## src/rtl/bus_timer_pkg.sv

```systemverilog
// -----------------------------------------------------------------------------
// bus_timer_pkg
// Shared definitions for the memory-mapped bus timer: data bus width, register
// word offsets inside the timer window, CTRL/STATUS bit positions and the
// packed view of the CTRL register.
// -----------------------------------------------------------------------------
`ifndef DATABUS
`define DATABUS 16
`endif

package bus_timer_pkg;

  // Width of the SoC data bus; the timer counter and reload share it.
  localparam int DATABUS_W = `DATABUS;

  // Word offsets inside the timer address window.
  localparam logic [2:0] TMR_CTRL   = 3'd0;
  localparam logic [2:0] TMR_PRESC  = 3'd1;
  localparam logic [2:0] TMR_RELOAD = 3'd2;
  localparam logic [2:0] TMR_COUNT  = 3'd3;
  localparam logic [2:0] TMR_STATUS = 3'd4;

  // CTRL bit indices.
  localparam int CTRL_EN   = 0;
  localparam int CTRL_AUTO = 1;
  localparam int CTRL_IE   = 2;

  // STATUS bit index.
  localparam int STATUS_PEND = 0;

  // Packed CTRL register; field order matches the bit indices above.
  typedef struct packed {
    logic ie;
    logic auto_rl;
    logic en;
  } ctrl_t;

endpackage : bus_timer_pkg

```

## src/rtl/bus_timer_prescaler.sv

```systemverilog
// -----------------------------------------------------------------------------
// timer_prescaler
// Divides the system clock into a one-cycle tick every (presc + 1) cycles while
// enabled. The internal count is held at zero while disabled and can be forced
// back to zero with clr so a freshly started or re-programmed timer always
// begins a full prescaler period.
//
// Ports:
//   clk    in  system clock, rising edge
//   rst_n  in  asynchronous active-low reset
//   en     in  prescaler enable (CTRL.EN)
//   clr    in  restart request, forces the count to zero on the next edge
//   presc  in  terminal count; tick period is presc + 1 cycles
//   tick   out one-cycle pulse, high in the cycle where the count equals presc
// -----------------------------------------------------------------------------
module timer_prescaler
  import bus_timer_pkg::*;
#(
  parameter int PRESC_W = 16
) (
  input  logic               clk,
  input  logic               rst_n,
  input  logic               en,
  input  logic               clr,
  input  logic [PRESC_W-1:0] presc,
  output logic               tick
);

  logic [PRESC_W-1:0] pcnt_q;
  logic [PRESC_W-1:0] pcnt_d;
  logic               at_top_s;

  assign at_top_s = (pcnt_q == presc);

  // The tick is evaluated on the current count, so a clr in the same cycle
  // only affects where the next period starts, not this cycle's tick.
  assign tick = en & at_top_s;

  // Next prescaler count: hold at zero when idle, restart on clr, wrap at presc.
  always_comb begin
    pcnt_d = pcnt_q;
    if (!en) begin
      pcnt_d = '0;
    end else if (clr) begin
      pcnt_d = '0;
    end else if (at_top_s) begin
      pcnt_d = '0;
    end else begin
      pcnt_d = pcnt_q + PRESC_W'(1);
    end
  end

  // Prescaler count register.
  always_ff @(posedge clk or negedge rst_n) begin
    if (!rst_n) begin
      pcnt_q <= '0;
    end else begin
      pcnt_q <= pcnt_d;
    end
  end

endmodule : timer_prescaler

```

## src/rtl/bus_timer.sv

```systemverilog
// -----------------------------------------------------------------------------
// bus_timer
// Memory-mapped 16-bit down-counting timer with programmable prescaler, reload
// value, one-shot / auto-reload mode and a sticky write-1-to-clear pending flag
// that raises the level interrupt int_timer when enabled.
//
// Register map (word offset):
//   0 CTRL   : bit0 EN, bit1 AUTO, bit2 IE
//   1 PRESC  : prescaler terminal count (tick period PRESC + 1)
//   2 RELOAD : value loaded into COUNT on expiry in auto-reload mode
//   3 COUNT  : current counter, writable
//   4 STATUS : bit0 PEND, write 1 to clear
//   5-7      : read as zero, writes ignored
//
// Ports:
//   clk       in  system clock, rising edge
//   rst_n     in  asynchronous active-low reset
//   sel       in  block select from the BUS address decoder
//   we        in  write strobe, qualified by sel
//   addr      in  word offset inside the timer window
//   wdata     in  write data
//   rdata     out read data, zero-latency mux of the registers, 0 when !sel
//   int_timer out level interrupt request (PEND & IE), registered
// -----------------------------------------------------------------------------
module bus_timer
  import bus_timer_pkg::*;
#(
  parameter int DATA_W  = DATABUS_W,
  parameter int PRESC_W = 16
) (
  input  logic              clk,
  input  logic              rst_n,
  input  logic              sel,
  input  logic              we,
  input  logic [2:0]        addr,
  input  logic [DATA_W-1:0] wdata,
  output logic [DATA_W-1:0] rdata,
  output logic              int_timer
);

  // ---------------------------------------------------------------------------
  // State
  // ---------------------------------------------------------------------------
  ctrl_t              ctrl_q,   ctrl_d;
  logic [PRESC_W-1:0] presc_q,  presc_d;
  logic [DATA_W-1:0]  reload_q, reload_d;
  logic [DATA_W-1:0]  count_q,  count_d;
  logic               pend_q,   pend_d;
  logic               irq_q,    irq_d;

  // ---------------------------------------------------------------------------
  // Bus write decode
  // ---------------------------------------------------------------------------
  logic wr_s;
  logic wr_ctrl_s;
  logic wr_presc_s;
  logic wr_reload_s;
  logic wr_count_s;
  logic wr_status_s;

  assign wr_s = sel & we;

  // One-hot register write strobes; offsets 5-7 decode to nothing.
  always_comb begin
    wr_ctrl_s   = 1'b0;
    wr_presc_s  = 1'b0;
    wr_reload_s = 1'b0;
    wr_count_s  = 1'b0;
    wr_status_s = 1'b0;
    if (wr_s) begin
      case (addr)
        TMR_CTRL:   wr_ctrl_s   = 1'b1;
        TMR_PRESC:  wr_presc_s  = 1'b1;
        TMR_RELOAD: wr_reload_s = 1'b1;
        TMR_COUNT:  wr_count_s  = 1'b1;
        TMR_STATUS: wr_status_s = 1'b1;
        default:    wr_ctrl_s   = 1'b0;
      endcase
    end else begin
      wr_ctrl_s = 1'b0;
    end
  end

  // ---------------------------------------------------------------------------
  // Prescaler
  // ---------------------------------------------------------------------------
  logic tick_s;
  logic presc_clr_s;
  logic expire_s;

  // Restart the prescaler when the timer is being switched on, or when the
  // period changes under a running timer, so the next tick is a full period.
  assign presc_clr_s = (wr_ctrl_s & wdata[CTRL_EN] & ~ctrl_q.en) |
                       (wr_presc_s & ctrl_q.en);

  timer_prescaler #(
    .PRESC_W (PRESC_W)
  ) u_prescaler (
    .clk   (clk),
    .rst_n (rst_n),
    .en    (ctrl_q.en),
    .clr   (presc_clr_s),
    .presc (presc_q),
    .tick  (tick_s)
  );

  // Expiry is judged on the counter value before any same-cycle COUNT write.
  assign expire_s = tick_s & (count_q == '0);

  // ---------------------------------------------------------------------------
  // Next-state logic
  // ---------------------------------------------------------------------------

  // CTRL: a bus write always wins over the one-shot auto-disable.
  always_comb begin
    ctrl_d = ctrl_q;
    if (wr_ctrl_s) begin
      ctrl_d.en      = wdata[CTRL_EN];
      ctrl_d.auto_rl = wdata[CTRL_AUTO];
      ctrl_d.ie      = wdata[CTRL_IE];
    end else if (expire_s && !ctrl_q.auto_rl) begin
      ctrl_d.en = 1'b0;
    end else begin
      ctrl_d = ctrl_q;
    end
  end

  // PRESC and RELOAD are plain bus registers.
  always_comb begin
    presc_d  = presc_q;
    reload_d = reload_q;
    if (wr_presc_s) begin
      presc_d = wdata[PRESC_W-1:0];
    end else begin
      presc_d = presc_q;
    end
    if (wr_reload_s) begin
      reload_d = wdata;
    end else begin
      reload_d = reload_q;
    end
  end

  // COUNT: a bus write replaces whatever the tick would have done this cycle.
  // A one-shot expiry leaves the counter parked at zero.
  always_comb begin
    count_d = count_q;
    if (wr_count_s) begin
      count_d = wdata;
    end else if (tick_s) begin
      if (count_q != '0) begin
        count_d = count_q - DATA_W'(1);
      end else if (ctrl_q.auto_rl) begin
        count_d = reload_q;
      end else begin
        count_d = count_q;
      end
    end else begin
      count_d = count_q;
    end
  end

  // PEND: sticky; a new expiry beats a simultaneous write-1-to-clear.
  always_comb begin
    pend_d = pend_q;
    if (expire_s) begin
      pend_d = 1'b1;
    end else if (wr_status_s && wdata[STATUS_PEND]) begin
      pend_d = 1'b0;
    end else begin
      pend_d = pend_q;
    end
  end

  // The interrupt is computed from next-state values so the registered output
  // follows PEND & IE with no extra cycle and no path from the bus inputs.
  assign irq_d = pend_d & ctrl_d.ie;

  // ---------------------------------------------------------------------------
  // Registers
  // ---------------------------------------------------------------------------

  // Timer register file and interrupt output register.
  always_ff @(posedge clk or negedge rst_n) begin
    if (!rst_n) begin
      ctrl_q   <= '0;
      presc_q  <= '0;
      reload_q <= '0;
      count_q  <= '0;
      pend_q   <= 1'b0;
      irq_q    <= 1'b0;
    end else begin
      ctrl_q   <= ctrl_d;
      presc_q  <= presc_d;
      reload_q <= reload_d;
      count_q  <= count_d;
      pend_q   <= pend_d;
      irq_q    <= irq_d;
    end
  end

  assign int_timer = irq_q;

  // ---------------------------------------------------------------------------
  // Read-back mux
  // ---------------------------------------------------------------------------

  // Zero-latency register read; unselected or unmapped offsets return zero.
  always_comb begin
    rdata = '0;
    if (sel) begin
      case (addr)
        TMR_CTRL: begin
          rdata[CTRL_EN]   = ctrl_q.en;
          rdata[CTRL_AUTO] = ctrl_q.auto_rl;
          rdata[CTRL_IE]   = ctrl_q.ie;
        end
        TMR_PRESC:  rdata[PRESC_W-1:0]  = presc_q;
        TMR_RELOAD: rdata               = reload_q;
        TMR_COUNT:  rdata               = count_q;
        TMR_STATUS: rdata[STATUS_PEND]  = pend_q;
        default:    rdata               = '0;
      endcase
    end else begin
      rdata = '0;
    end
  end

endmodule : bus_timer

```

## config.mk

```make
export PLATFORM = sky130hd
export DESIGN_NAME = bus_timer
export DESIGN_NICKNAME = d
export VERILOG_FILES = /design/src/rtl/bus_timer_pkg.sv /design/src/rtl/bus_timer_prescaler.sv /design/src/rtl/bus_timer.sv
export SDC_FILE = /design/constraint.sdc
export NUM_CORES = 1
export LEC_CHECK = 0
export ABC_AREA = 1
export ABC_CLOCK_PERIOD_IN_PS = 5300
export CAP_MARGIN = 20
export CORE_ASPECT_RATIO = 1.2
export CORE_UTILIZATION = 40
export CTS_CLUSTER_DIAMETER = 40
export CTS_CLUSTER_SIZE = 25
export DETAILED_ROUTE_END_ITERATION = 7
export GPL_ROUTABILITY_DRIVEN = 0
export SLEW_MARGIN = 15
export SYNTH_ARGS = -nofsm -noshare
export SYNTH_HDL_FRONTEND = slang
export SYNTH_HIERARCHICAL = 1
export SYNTH_SLANG_ARGS = --single-unit
export TNS_END_PERCENT = 50
```

## constraint.sdc

```tcl
create_clock -name clk -period 5.3 [get_ports clk]
set_input_delay 0.795 -clock clk [delete_from_list [all_inputs] [get_ports clk]]
set_output_delay 0.795 -clock clk [all_outputs]
set_load 0.1 [all_outputs]
```

=== Word level (Yosys, flattened, before mapping) ===
Cells that the tools add are included.

* $add $sub $neg: 2
* Eq/ne operators: 5
* Mux-type cells: 25
* Bitwise gates (word level): 9
* Reduce and logical (&&, ||, !) cells: 10

{| class="wikitable"
|+ Operators by type and width
! kind !! number
|-
| 16-bit 2-to-1 mux || 8
|-
| 13-bit case mux with 3 select lines || 1
|-
| 16-bit by 1-bit adder with 16-bit output (second input constant) || 1
|-
| 16-bit == test || 1
|-
| 16-bit zero test || 1
|-
| 16-bit nonzero test || 1
|-
| 16-bit by 1-bit subtractor with 16-bit output (second input constant) || 1
|-
| 1-bit 2-to-1 mux || 13
|-
| 2-bit case mux with 4 select lines || 1
|-
| 1-bit AND || 7
|-
| 3-bit by 2-bit == test with 1-bit output (second input constant) || 2
|-
| 1-bit case mux with 5 select lines || 1
|-
| 2-bit nonzero test || 2
|-
| 3-bit by 1-bit == test with 1-bit output (second input constant) || 1
|-
| 3-bit == test (second input constant) || 1
|-
| 3-bit zero test || 1
|-
| 3-bit 2-to-1 mux || 1
|-
| 3-bit nonzero test || 1
|-
| 1-bit logical AND || 2
|-
| 2-bit AND reduction || 1
|-
| 1-bit zero test || 1
|-
| 1-bit inverter || 1
|-
| 1-bit OR || 1
|}

* Register bits: 69
* Input port bits: 23
* Output and inout bits: 17
* Word-level logic and storage cells: 60

=== Depth between registers and ports, before layout ===
Gate-level depths: netlist of run 1.

* Word-level depth: 8
* Depth in mapped cells: 13
* Gate-level depth less buffers: 12

=== Hierarchy ===
The synthesis of run 1 kept the hierarchy.

{| class="wikitable"
|+ By module, submodules not included
! module !! times used !! cells each !! area each (um2) !! seq. area each (um2)
|-
| bus_timer || 1 || 499 || 3409.5 || 1326.3
|-
| timer_prescaler || 1 || 185 || 1191.1 || 400.4
|}

=== Worst setup path after synthesis of run 1 ===
OpenSTA, ideal clock, no wires.

* Path kind: input -> output
* Start: input addr[1]
* End: output rdata[0]
* Arrival time: 2.935 ns
* Required time: 4.505 ns
* Setup slack: 1.570 ns
* Stages: 4
* Path through: nor3_4 -> buf_2 -> nand2_1 -> a31oi_1

* Cells in the longest elaborated chain, start to end: 3

{| class="wikitable"
|+ RTL lines
! item !! line !! RTL
|-
| start, declared || bus_timer.sv:35 || <nowiki>input logic [2:0] addr,</nowiki>
|-
| 3-bit == test, or another cell as far along || bus_timer.sv:212 || <nowiki>case (addr)</nowiki>
|-
| 1-bit case mux with 5 select lines * || bus_timer.sv:212 ||
|-
| 16-bit 2-to-1 mux * || bus_timer.sv:211 || <nowiki>if (sel) begin</nowiki>
|-
| end, declared || bus_timer.sv:37 || <nowiki>output logic [DATA_W-1:0] rdata,</nowiki>
|}

Every way passes the cells marked *; elsewhere a longest branch is shown, timed or not.

=== Worst setup path in the final report of run 1 ===
* Start: input addr[2]
* End: output rdata[5]

* Cells in the longest elaborated chain, start to end: 3

{| class="wikitable"
|+ RTL lines
! item !! line
|-
| 3-bit by 2-bit == test with 1-bit output or 3-bit by 1-bit == test with 1-bit output (tied branches) || bus_timer.sv:212
|-
| 13-bit case mux with 3 select lines * || bus_timer.sv:212
|-
| 16-bit 2-to-1 mux * || bus_timer.sv:211
|}

Marked as above.

==> flow_summary_export.csv, run 1 <==
group,metric,value,unit
sta,drv_slew,0,
run_status,outcome,"complete, no violations",
detailed_routing,met2WireLength,5900,microns
detailed_routing,met1_length,5598,microns
worst_setup_path,timing.rr.start,"presc_q[15]",
worst_setup_path,ff2ff_path_depth,12,
sta,slew_headroom,0.3550,
detailed_routing,highest_layer,"met4",
worst_setup_path,worst_path_most_repeated_cell,"inv_1",
cells_and_area,utilization,0.4805,
worst_setup_path,worstSetupEndpointType,"output pin",
cells_and_area,syn2layout_area_growth,16.34,%
placement,preCtsSetupSlack,1.711,ns
sta,fin_crit_sh,0.6861,
cts,cts_root_buf,"clkbuf_16",
global_route,grt_usage,0.2274,
power_and_ir_drop,power.leakage,2.742,nW
sta,timing.fmax,275.0,MHz
cts,post_cts_buffers,0,
global_route,grt_max_degree,70,
worst_setup_path,path_cells,"clkdlybuf4s50_1 -> inv_1 -> nand3_1 -> inv_1 -> nand2_1 -> o211ai_1 -> nand2_1 -> inv_1 -> buf_4",
worst_hold_path,min_path_type,"reg2reg",
synthesis,netlist-cell-type-count,37,
sta,tns,0,ns
synthesis,ys.flop_type,"dfrtp_1",
worst_setup_path,critPathMaxFanout,11,
cells_and_area,drive_gt1_frac,0.09807,
synthesis,synth_area_per_cell,6.726,sq um
synthesis,synth_edf_count,0,
synthesis,synth_top_family_by_area,"simple AND/OR/NAND/NOR gates",
sta,setup_ws,1.664,ns
floorplanning,fp.dieW,99.90,microns
detailed_routing,drt_iter0_drc,313,
placement,detailed_place_hpwl,9518,microns
cts,cts.sinks,69,
synthesis,synth_simple_gate_area_frac,0.3799,
worst_setup_path,crit_cells,9,
worst_setup_path,max_stage_delay,0.53,ns
cts,cts_resized,0,
synthesis,ys_seq_area_frac,0.3753,
cts,numCtsBuffers,9,
worst_setup_path,crit_path_start,"addr[2]",
synthesis,async_reset_ff_frac,1.000,
worst_setup_path,path_class,"in2out",
power_and_ir_drop,peakVddDrop,0.1993,mV
synthesis,synthCells,684,
sta,whs,0.4862,ns
global_route,gr-total-overflow,0,
floorplanning,start_util,0.4130,
worst_setup_path,reg2reg_slack,3.07,ns
detailed_routing,via_per_inst,4.946,
synthesis,syn_area,4601,sq um
global_route,antenna_found_initial,0,
floorplanning,io_pins,40,
synthesis,synth_compound_area_frac,0.09682,
sta,min_period,3.636,ns
synthesis,ys_ff_latch,69,
cts,insertion_delay,0.33,ns
global_route,grt_pass1_vias,4243,
cts,cts.htree.levels,3,
floorplanning,dieArea,11940,sq um
worst_setup_path,crit_slowest_cell,"clkdlybuf4s50_1",
cells_and_area,fillCellCount,1177,
cells_and_area,nNetsFinal,745,
sta,finalHoldViolCount,0,
detailed_routing,vias,4343,
placement,port_buffers,39,
cts,cts_hold_buf,0,
worst_setup_path,arrival,2.84,ns
cts,clk_pin_slew,0.06,ns
power_and_ir_drop,p_per_area,414.8,nW/um^2
worst_setup_path,timing.rr.end,"count_q[14]",
synthesis,muxShareOfSynthArea,0,
worst_setup_path,cp.buffers_inverters,5,
sta,setup_violations,0,
sta,worst_pin_slew,0.9644,ns
detailed_routing,wl_per_cell,13.94,microns
worst_setup_path,endpoint,"rdata[5]",
sta,rsz0062_at_grt,"false",
worst_setup_path,worst_ep_required_time,4.51,ns
cells_and_area,final_cell_mix,"nand2_1 (231), inv_1 (109), dfrtp_1 (69)",
job,maxCapViolations,0,
synthesis,synthesis.nets,710,
detailed_routing,drtAntennaViolNets,0,
detailed_routing,wl_met3,549,microns
floorplanning,die_h,119.5,microns
cts,cts_tree,"built",
synthesis,ys_warn_count,6,
sta,skew,0.006603,ns
floorplanning,rows,42,
detailed_routing,routed_wl,12240,microns
worst_setup_path,crit_family,"buffers and inverters",
synthesis,synth-xor-area-share,0.02475,
detailed_routing,detail_route.first_pass.iterations,6,
worst_setup_path,critPathLaunchType,"input pin",
cells_and_area,layout_commonest_cell,"nand2_1",
floorplanning,core-area,11140,sq um
cts,cts.path.max_buffers,2,
detailed_routing,drcViolationCount,0,
global_route,grt_pass1_wl,21120,microns
cells_and_area,antenna_cells,0,
worst_hold_path,hold_depth,2,
synthesis,synthAdderAreaFrac,0.008159,
[worst min-delay path: cells and delay by family (launching register included)]
kind	cells	cell delay (ns)
AO/OA/AOI/OAI	1	0.06
flip-flops	1	0.34
AND/OR/NAND/NOR	1	0.05
[report_power, final]
part	switching, mW	internal [mW]	total, mW
combinational	0.552	0.250	0.802
sequential	0.147	0.645	0.792
clock	0.217	0.409	0.627
total	0.915	1.30	2.22
[metrics by stage]
stage / area [sq um] / power (mW) / instances
final: 5353 / 2.220 / 878
after global routing: 5353 / 2.395 / 878
after CTS: 5353 / 2.237 / 878
after detailed placement: 5045 / 1.597 / 862
after global placement: 5045 / 1.584 / 862
after floorplan: 4601 / 1.366 / 684
[Yosys cell counts, types with 2 or more instances]
cell type / number / share of area
a21oi_1: 8 / 0.0087
a21oi_2: 2 / 0.0038
a22oi_1: 2 / 0.0033
a31oi_1: 3 / 0.0041
buf_2: 5 / 0.0054
buf_6: 2 / 0.0049
clkbuf_1: 6 / 0.0049
dfrtp_1: 69 / 0.38
ha_1: 3 / 0.0082
inv_1: 109 / 0.089
inv_2: 5 / 0.0041
nand2_1: 231 / 0.19
nand2_2: 6 / 0.0082
nand2_4: 2 / 0.0049
nand3_1: 53 / 0.058
nand4_1: 10 / 0.014
nor2_1: 64 / 0.052
nor2_2: 11 / 0.015
nor2_4: 4 / 0.0098
nor3_1: 5 / 0.0054
nor3_2: 2 / 0.0044
nor3_4: 2 / 0.0071
o211ai_1: 3 / 0.0049
o21ai_0: 42 / 0.046
o21ai_1: 3 / 0.0033
o221ai_1: 10 / 0.019
xnor2_1: 3 / 0.0057
xor2_1: 10 / 0.019
[worst min path at each step]
stage                       startpoint      endpoint  slack (ns)
after floorplan           reload_q[10]  reload_q[10]        0.45
after global placement     reload_q[9]   reload_q[9]        0.47
after detailed placement  reload_q[12]  reload_q[12]        0.47
after CTS                 reload_q[12]  reload_q[12]        0.49
after global routing       reload_q[4]   reload_q[4]        0.52
final                     reload_q[14]  reload_q[14]        0.49
[flip-flops by register name, indices dropped and copies added, names as in the netlist]
| signal | cells |
|---|---|
| count_q | 16 |
| presc_q | 16 |
| reload_q | 16 |
| u_prescaler/pcnt_q | 16 |
| ctrl_q | 3 |
| int_timer | 1 |
| pend_q | 1 |
[cell families after synthesis]
kind of cell,after synthesis
adders and majority gates,3
xor gates and xnor gates,13
and+or+nand+nor,395
buffers and inverters,130
AOI/OAI and AO/OA,74
DFF,69
[area by class of cell]
type | instances | area [sq um] | share of cell area
Sequential cell | 69 | 1727 | 0.3226
Clock buffer | 11 | 232.7 | 0.04348
Inverter | 114 | 427.9 | 0.07994
Clock inverter | 5 | 75.07 | 0.01403
Multi-Input combinational cell | 485 | 2345 | 0.4381
Timing Repair Buffer | 40 | 352.8 | 0.06592
Tap cell | 154 | 192.7 | 0.03600
[metal layers]
metal / vias to the layer above / GRT usage
met5: - / 0
met1: 2027 / 0.3020
li1: 2203 / -
met4: 0 / 0.06801
met2: 99 / 0.3797
met3: 14 / 0.03462
Power figures use the tool's default switching activity.
==> run 2, diff against run 1 <==
--- a/config.mk
+++ b/config.mk
@@ -6,7 +6,7 @@
 export NUM_CORES = 1
 export LEC_CHECK = 0
 export ABC_AREA = 1
-export ABC_CLOCK_PERIOD_IN_PS = 5300
+export ABC_CLOCK_PERIOD_IN_PS = 3570
 export CAP_MARGIN = 20
 export CORE_ASPECT_RATIO = 1.2
 export CORE_UTILIZATION = 40
==> constraint.sdc (replaced) <==
create_clock -name clk -period 3.57 [get_ports clk]
set_input_delay 0.5355 -clock clk [delete_from_list [all_inputs] [get_ports clk]]
set_output_delay 0.5355 -clock clk [all_outputs]
set_load 0.1 [all_outputs]
==> run 2 against run 1 <==
Final area rose by 3.8%; hold slack lost 0.29 ns; routed wire length rose by 4.8%; combinational power up 55%; first-iteration DRC count rose by 30%; die area stayed put; global-route usage up 0.27 points; non-clock buffer count rose by 4; via count increased by 1.8%; critical endpoint is now rdata[0].
==> flow_summary_export.csv, run 2 (synthesis gave the netlist of run 1 again) <==
group,metric,value,unit
run_status,outcome,"complete, no violations",
detailed_routing,detail_route.first_pass.iterations,5,
cts,clk_pin_slew,0.06,ns
power_and_ir_drop,clock_power_share,0.267,
floorplanning,core-area,11140,sq um
cells_and_area,syn2layout_area_growth,20.78,%
sta,min_period,3.009,ns
power_and_ir_drop,p_per_area,592.6,nW/um^2
cells_and_area,layout_commonest_cell,"nand2_1",
power_and_ir_drop,p_sw,1.377,mW
detailed_routing,drtAntennaViolNets,0,
global_route,antenna_found_initial,0,
detailed_routing,vias,4420,
floorplanning,start_util,0.4130,
placement,port_buffers,39,
global_route,grt_usage,0.2301,
sta,drv_slew,0,
worst_setup_path,critPathLaunchType,"input pin",
worst_setup_path,crit_slowest_cell,"nor3_4",
cts,numCtsBuffers,9,
worst_setup_path,worstSetupEndpointType,"output pin",
sta,fin_crit_sh,0.8429,
cells_and_area,utilization,0.4988,
power_and_ir_drop,power.total,3.293,mW
worst_setup_path,worst_ep_required_time,3.03,ns
power_and_ir_drop,power.leakage,2.791,nW
floorplanning,die_h,119.5,microns
sta,rsz0062_at_grt,"false",
cells_and_area,antenna_cells,0,
cts,post_cts_buffers,0,
detailed_routing,drcViolationCount,0,
worst_hold_path,min_path_type,"in2async",
cells_and_area,drive_gt1_frac,0.1006,
cts,insertion_delay,0.33,ns
cts,cts_resized,0,
floorplanning,rows,42,
worst_setup_path,max_stage_delay,0.60,ns
detailed_routing,via_per_inst,5.023,
detailed_routing,drt_iter0_drc,408,
cts,cts_tree,"built",
sta,worst_pin_slew,0.9604,ns
global_route,grt_max_degree,33,
sta,finalHoldViolCount,0,
worst_setup_path,reg2reg_slack,1.22,ns
cells_and_area,nNetsFinal,749,
cells_and_area,final_cell_mix,"nand2_1 (231), inv_1 (109), dfrtp_1 (69)",
worst_setup_path,critPathMaxFanout,18,
sta,skew,0.004496,ns
global_route,grt_pass1_wl,21220,microns
sta,slew_headroom,0.3577,
worst_setup_path,arrival,2.47,ns
detailed_routing,routed_wl,12830,microns
placement,detailed_place_hpwl,9679,microns
floorplanning,io_pins,40,
cts,cts.path.max_buffers,2,
global_route,grt_pass1_vias,4163,
sta,setup_violations,0,
power_and_ir_drop,power_frac_seq,0.358,
cts,cts_root_buf,"clkbuf_16",
cts,cts.sinks,69,
worst_setup_path,path_class,"in2out",
floorplanning,fp.dieW,99.90,microns
floorplanning,dieArea,11940,sq um
cts,cts.htree.levels,3,
power_and_ir_drop,intPower,1.916,mW
worst_setup_path,path_cells,"clkdlybuf4s50_1 -> inv_1 -> nor3_4 -> nand2_1 -> a31oi_1 -> buf_12",
global_route,gr-total-overflow,0,
detailed_routing,wl_per_cell,14.57,microns
power_and_ir_drop,p_sw_frac,0.4181,
sta,timing.fmax,332.3,MHz
power_and_ir_drop,peakVddDrop,0.2238,mV
cts,cts_hold_buf,0,
job,maxCapViolations,0,
power_and_ir_drop,pwr-share-comb,0.376,
sta,tns,0,ns
-- run 2: changes by cell type in the layout (fill, tap and decap cells not counted), sizes merged --
cell    change
clkinv      -2
clkbuf      +1
buf         +4
bufinv      -1
-- run 2: routing by layer --
metal	vias to the layer above	track usage	wire length, microns
li1	2217	-	-
met1	2057	0.3160	5746
met2	129	0.3716	6234
met3	17	0.02641	640
met4	0	0.08364	203
met5	-	0	0
-- run 2: final cells by class --
| cell class | count | area (sq um) |
|---|---|---|
| Clock buffer | 12 | 246.5 |
| Clock inverter | 2 | 35.03 |
| Fill cell | 1136 | 5584 |
| Inverter | 114 | 427.9 |
| Multi-Input combinational cell | 485 | 2345 |
| Sequential cell | 69 | 1727 |
| Tap cell | 154 | 192.7 |
| Timing Repair Buffer | 44 | 583.1 |
-- run 2: worst max-delay path: cells and delay by family --
family	cells	cell delay [ns]
AOI/OAI and AO/OA	1	0.31
buffers and inverters	3	0.92
and+or+nand+nor	2	0.71
-- run 2: final timing paths --
kind	to	depth (start not counted)	start
worst min-delay path	count_q[0]	1	rst_n
max in group asynchronous	presc_q[10]	2	rst_n
worst max-delay path	rdata[0]	6	addr[0]
min in group clk	reload_q[12]	2	reload_q[12]
worst min register to register	reload_q[12]	2	reload_q[12]
worst max register to register	count_q[14]	12	presc_q[15]
-- run 2: per-stage QoR --
step	hold slack, ns	instances	instance area (sq um)	setup slack [ns]
floorplan	0.2399	684	4601	0.3589
global placement	0.4692	866	5275	0.5845
detailed placement	0.4747	866	5275	0.5756
CTS	0.2185	880	5557	0.5773
global route	0.2450	880	5557	0.3887
finish	0.1981	880	5557	0.5609
-- run 2: power groups by stage --
stage | Clock [mW] | Combinational (mW) | Sequential, mW
6_report | 0.878 | 1.24 | 1.18
5_1_grt | 0.924 | 1.39 | 1.20
3_5_place_dp | 0 | 1.23 | 1.19
4_1_cts | 0.890 | 1.23 | 1.17
2_1_floorplan | 0 | 0.895 | 1.13
3_3_place_gp | 0 | 1.21 | 1.18
==> run 3, diff against run 2 <==
--- a/config.mk
+++ b/config.mk
@@ -6,7 +6,7 @@
 export NUM_CORES = 1
 export LEC_CHECK = 0
 export ABC_AREA = 1
-export ABC_CLOCK_PERIOD_IN_PS = 3570
+export ABC_CLOCK_PERIOD_IN_PS = 3100
 export CAP_MARGIN = 20
 export CORE_ASPECT_RATIO = 1.2
 export CORE_UTILIZATION = 40
==> constraint.sdc (replaced) <==
create_clock -name clk -period 3.1 [get_ports clk]
set_input_delay 0.465 -clock clk [delete_from_list [all_inputs] [get_ports clk]]
set_output_delay 0.465 -clock clk [all_outputs]
set_load 0.1 [all_outputs]
==> run 3 against run 2 <==
Clock skew about the same; global-route usage decreased by 0.79 points; register-to-register slack got worse by 0.44 ns; clock power increased by 22%; non-clock buffer count increased by 1; routed wire length decreased by 4.4%; via count decreased by 0.81%; sequential cell count unchanged; worst setup slack got worse by 0.090 ns; final area increased by 0.86%.
==> flow_summary_export.csv, run 3 (synthesis gave the netlist of run 1 again) <==
group,metric,value,unit
cells_and_area,syn2layout_area_growth,21.81,%
detailed_routing,drcViolationCount,0,
detailed_routing,highest_layer,"met4",
detailed_routing,via_per_inst,4.965,
floorplanning,die_h,119.5,microns
cts,numCtsBuffers,9,
worst_setup_path,critPathMaxFanout,18,
worst_setup_path,ff2ff_path_depth,12,
cells_and_area,regArea,1727,sq um
cts,clk_pin_slew,0.06,ns
floorplanning,core-area,11140,sq um
sta,tns,0,ns
floorplanning,io_pins,40,
sta,setup_violations,0,
detailed_routing,met1_length,5545,microns
worst_hold_path,min_path_type,"in2async",
detailed_routing,drtAntennaViolNets,0,
detailed_routing,wl_met3,608,microns
cts,cts_resized,0,
cells_and_area,multi_input_area,2345,sq um
sta,finalHoldViolCount,0,
detailed_routing,drt_iter0_drc,345,
job,maxCapViolations,0,
global_route,grt_usage,0.2222,
cells_and_area,layoutNonFillerInstCount,883,
global_route,gr-total-overflow,0,
cells_and_area,fillCellCount,1125,
global_route,grt_pass1_vias,4167,
sta,drv_slew,0,
worst_setup_path,arrival,2.16,ns
floorplanning,rows,42,
cts,cts.htree.levels,3,
run_status,outcome,"complete, no violations",
cells_and_area,layout_commonest_cell,"nand2_1",
cells_and_area,nNetsFinal,750,
cells_and_area,drive_gt1_frac,0.1084,
detailed_routing,detail_route.first_pass.iterations,5,
cells_and_area,finalInstanceArea,5604,sq um
worst_setup_path,path_class,"in2out",
cts,cts.path.max_buffers,2,
cts,cts_root_buf,"clkbuf_16",
sta,whs,0.1947,ns
worst_setup_path,critPathLaunchType,"input pin",
detailed_routing,wl_per_cell,13.88,microns
placement,port_buffers,39,
sta,timing.fmax,380.3,MHz
floorplanning,start_util,0.4130,
sta,rsz0062_at_grt,"false",
sta,slew_headroom,0.4918,
sta,worst_pin_slew,0.7623,ns
floorplanning,dieArea,11940,sq um
cts,insertion_delay,0.33,ns
power_and_ir_drop,peakVddDrop,0.2811,mV
worst_setup_path,worst_ep_required_time,2.63,ns
sta,min_period,2.629,ns
placement,place_inst,867,
cells_and_area,antenna_cells,0,
cts,cts_tree,"built",
power_and_ir_drop,power.leakage,2.822,nW
cts,cts_hold_buf,0,
detailed_routing,routed_wl,12260,microns
cells_and_area,final_cell_mix,"nand2_1 (231), inv_1 (109), dfrtp_1 (69)",
cts,post_cts_buffers,0,
placement,detailed_place_hpwl,9353,microns
global_route,grt_max_degree,39,
power_and_ir_drop,p_per_area,683.5,nW/um^2
detailed_routing,met2WireLength,5914,microns
placement,place_area,5293,sq um
power_and_ir_drop,power.total,3.831,mW
sta,skew,0.004618,ns
cts,cts.sinks,69,
global_route,grt_pass1_wl,20590,microns
floorplanning,fp.dieW,99.90,microns
global_route,antenna_found_initial,0,
detailed_routing,vias,4384,
sta,fin_crit_sh,0.8482,
worst_setup_path,worstSetupEndpointType,"output pin",
==> run 3: cell count changes in the layout (fill, tap and decap cells not counted) <==
cell | previous run | this run
clkinv_2 | 1 | 3
buf_4 | 5 | 6
clkbuf_8 | 1 | 3
clkdlybuf4s50_1 | 22 | 21
clkbuf_1 | 2 | 0
buf_12 | 16 | 17
==> run 3: per-layer routing <==
layer	vias up	global-route usage
met2	131	0.3664
met3	16	0.02876
met1	2022	0.3002
met5	-	0
li1	2215	-
met4	0	0.07169
==> run 3: area by class of cell <==
class / count / share of cell area
Clock buffer: 12 / 0.04756
Clock inverter: 4 / 0.008038
Inverter: 114 / 0.07636
Multi-Input combinational cell: 485 / 0.4184
Sequential cell: 69 / 0.3081
Tap cell: 154 / 0.03438
Timing Repair Buffer: 45 / 0.1072
==> run 3: worst max-delay path: stages <==
cell,delay [ns]
clkdlybuf4s50_1,0.60
inv_1,0.13
nor3_4,0.12
buf_4,0.25
nand2_1,0.08
a31oi_1,0.29
buf_12,0.22
==> run 3: through the flow <==
step,util,worst slack (ns)
after global routing,0.5030,0.3164
final,0.5030,0.4705
after detailed placement,0.4751,0.4825
after global placement,0.4751,0.5206
after CTS,0.5030,0.4831
after floorplan,-,0.02993
==> run 3: final timing paths <==
check,start,end,slack [ns]
worst max-delay path,addr[0],rdata[2],0.47
worst min-delay path,rst_n,int_timer,0.19
worst max register to register,presc_q[15],count_q[14],0.78
worst min register to register,reload_q[10],reload_q[10],0.48
max in group asynchronous,rst_n,presc_q[15],2.23
min in group clk,reload_q[10],reload_q[10],0.48
==> run 3: power by group <==
part	leakage (nW)	internal (mW)	switching (mW)
sequential	0.890	1.10	0.244
clock	0.158	0.684	0.390
combinational	1.77	0.471	0.940
==> edit (config.mk and constraints of run 2) <==
Put a register stage on the output `rdata`, without a reset. The value now appears one clock later. The other outputs are not delayed to match. Comments in the files are not updated.
--- a/src/rtl/bus_timer.sv
+++ b/src/rtl/bus_timer.sv
@@ -40,2 +40,4 @@
 
+  logic [DATA_W-1:0] rdata_d;
+
   // ---------------------------------------------------------------------------
@@ -209,3 +211,3 @@
   always_comb begin
-    rdata = '0;
+    rdata_d = '0;
     if (sel) begin
@@ -213,15 +215,19 @@
         TMR_CTRL: begin
-          rdata[CTRL_EN]   = ctrl_q.en;
-          rdata[CTRL_AUTO] = ctrl_q.auto_rl;
-          rdata[CTRL_IE]   = ctrl_q.ie;
+          rdata_d[CTRL_EN]   = ctrl_q.en;
+          rdata_d[CTRL_AUTO] = ctrl_q.auto_rl;
+          rdata_d[CTRL_IE]   = ctrl_q.ie;
         end
-        TMR_PRESC:  rdata[PRESC_W-1:0]  = presc_q;
-        TMR_RELOAD: rdata               = reload_q;
-        TMR_COUNT:  rdata               = count_q;
-        TMR_STATUS: rdata[STATUS_PEND]  = pend_q;
-        default:    rdata               = '0;
+        TMR_PRESC:  rdata_d[PRESC_W-1:0]  = presc_q;
+        TMR_RELOAD: rdata_d             = reload_q;
+        TMR_COUNT:  rdata_d             = count_q;
+        TMR_STATUS: rdata_d[STATUS_PEND]  = pend_q;
+        default:    rdata_d             = '0;
       endcase
     end else begin
-      rdata = '0;
-    end
+      rdata_d = '0;
+    end
+  end
+
+  always_ff @(posedge clk) begin
+    rdata <= rdata_d;
   end
Behaviour: not the same (Yosys sat finds a counterexample within 4 cycles, from zero or initial values and one cycle with rst_n low).
==> edit against run 2 <==
- routed wire length decreased by 4.0%
- power decreased by 4.8%
- setup slack improved by 0.67 ns
- sequential cell count is 16 higher
- cell count fell by 0.11%
- core utilization down 1.4 points
- final area increased by 2.3%
- die area increased by 6.1%
- area after synthesis up 6.3%
==> edit: results (changes against run 2) <==
\begin{tabular}{lr}
\hline
Metric & Value \\
\hline
\multicolumn{2}{l}{\textbf{Status}} \\
\quad Run status & finished, final reports clean \\
\multicolumn{2}{l}{\textbf{Synthesis}} \\
\quad Post-synth net total & 703 (-0.99\%) \\
\quad Fraction of the yosys area taken by sequential cells & 41.9\% (+4.3 points) \\
\quad Fraction of the mapped netlist area in adder cells & 0.768\% (-0.048 points) \\
\quad Most area-consuming cells after synthesis & dfrtp\_1 35\%, nand2\_1 15\%, inv\_1 7.1\% \\
\quad Distinct cell type count after synthesis & 38 (+2.7\%) \\
\quad Per-instance average area after synthesis & 7.22 sq um (+7.4\%) \\
\multicolumn{2}{l}{\textbf{Drt}} \\
\quad Routed metal-1 wire length & 5700 microns (-0.85\%) \\
\quad Violation count after the first detailed-route iteration & 407 (-0.25\%) \\
\quad Total via count in the routed design & 4348 (-1.6\%) \\
\multicolumn{2}{l}{\textbf{Final layout}} \\
\quad Buffer share of cell area & 7.57\% (-2.9 points) \\
\quad Number of fillers in the final layout & 1215 (+7.0\%) \\
\quad Plain + repair buffers & 45 (+2.3\%) \\
\quad Number of inverters outside the clock class in the layout & 101 (-11\%) \\
\quad Number of clock-tree buffers in the layout & 14 (+2) \\
\multicolumn{2}{l}{\textbf{Critical path}} \\
\quad Last element of the critical path & rdata[6] \\
\quad Maximum net fanout on the critical path & 1 (-17) \\
\quad Launch point of the worst reg-to-reg path & u\_prescaler/pcnt\_q[8]\$\_DFF\_PN0\_ \\
\quad Maximum single-stage delay on the critical path & 1.13 ns (+0.53 ns) \\
\quad Slowest CP cell & clkdlybuf4s50\_1 \\
\quad Worst setup startpoint & rdata[6]\$\_SDFF\_PN0\_ \\
\multicolumn{2}{l}{\textbf{Pwr}} \\
\quad P\_sw & 1.19 mW (-14\%) \\
\quad Max IR drop VDD & 0.217 mV (-3.1\%) \\
\multicolumn{2}{l}{\textbf{Placed design}} \\
\quad Final HPWL from detailed placement & 9360 microns (-3.3\%) \\
\quad Placement-stage worst setup slack & 0.955 ns (+0.379 ns) \\
\multicolumn{2}{l}{\textbf{Timing}} \\
\quad Setup Skew & 0.00877 ns (+0.00428 ns) \\
\quad Peak Freq & 427 MHz (+29\%) \\
\multicolumn{2}{l}{\textbf{GRT}} \\
\quad GR Util All Layers & 21.4\% (-1.6 points) \\
\quad Maximum number of pins on one net before global-route repair & 55 (+67\%) \\
\hline
\end{tabular}
==> edit: logic make-up (layout without fill, tap and decap cells) <==
logic type	count (synthesis)	in the layout
simple gates	376	376
buf+inv	117	162
flops	85	85
compound gates	84	84
xor+xnor	12	12
fa+ha+maj	3	3
==> edit: through the flow <==
| stage | hold slack [ns] | instance area, sq um | utilization (%) |
|---|---|---|---|
| global route | 0.122 | 5690 | 48.5 |
| detailed placement | 0.476 | 5410 | 46.1 |
| CTS | 0.111 | 5690 | 48.5 |
| finish | 0.102 | 5690 | 48.5 |
| floorplan | 0.240 | 4890 | - |
| global placement | 0.466 | 5410 | 46.1 |
==> edit: power groups by stage <==
stage | Sequential [mW] | Clock [mW] | Combinational (mW)
finish | 1.31 | 0.882 | 0.946
global route | 1.33 | 0.943 | 1.07
CTS | 1.30 | 0.901 | 0.945
detailed placement | 1.32 | 0 | 0.940
global placement | 1.31 | 0 | 0.935
floorplan | 1.37 | 0 | 0.626
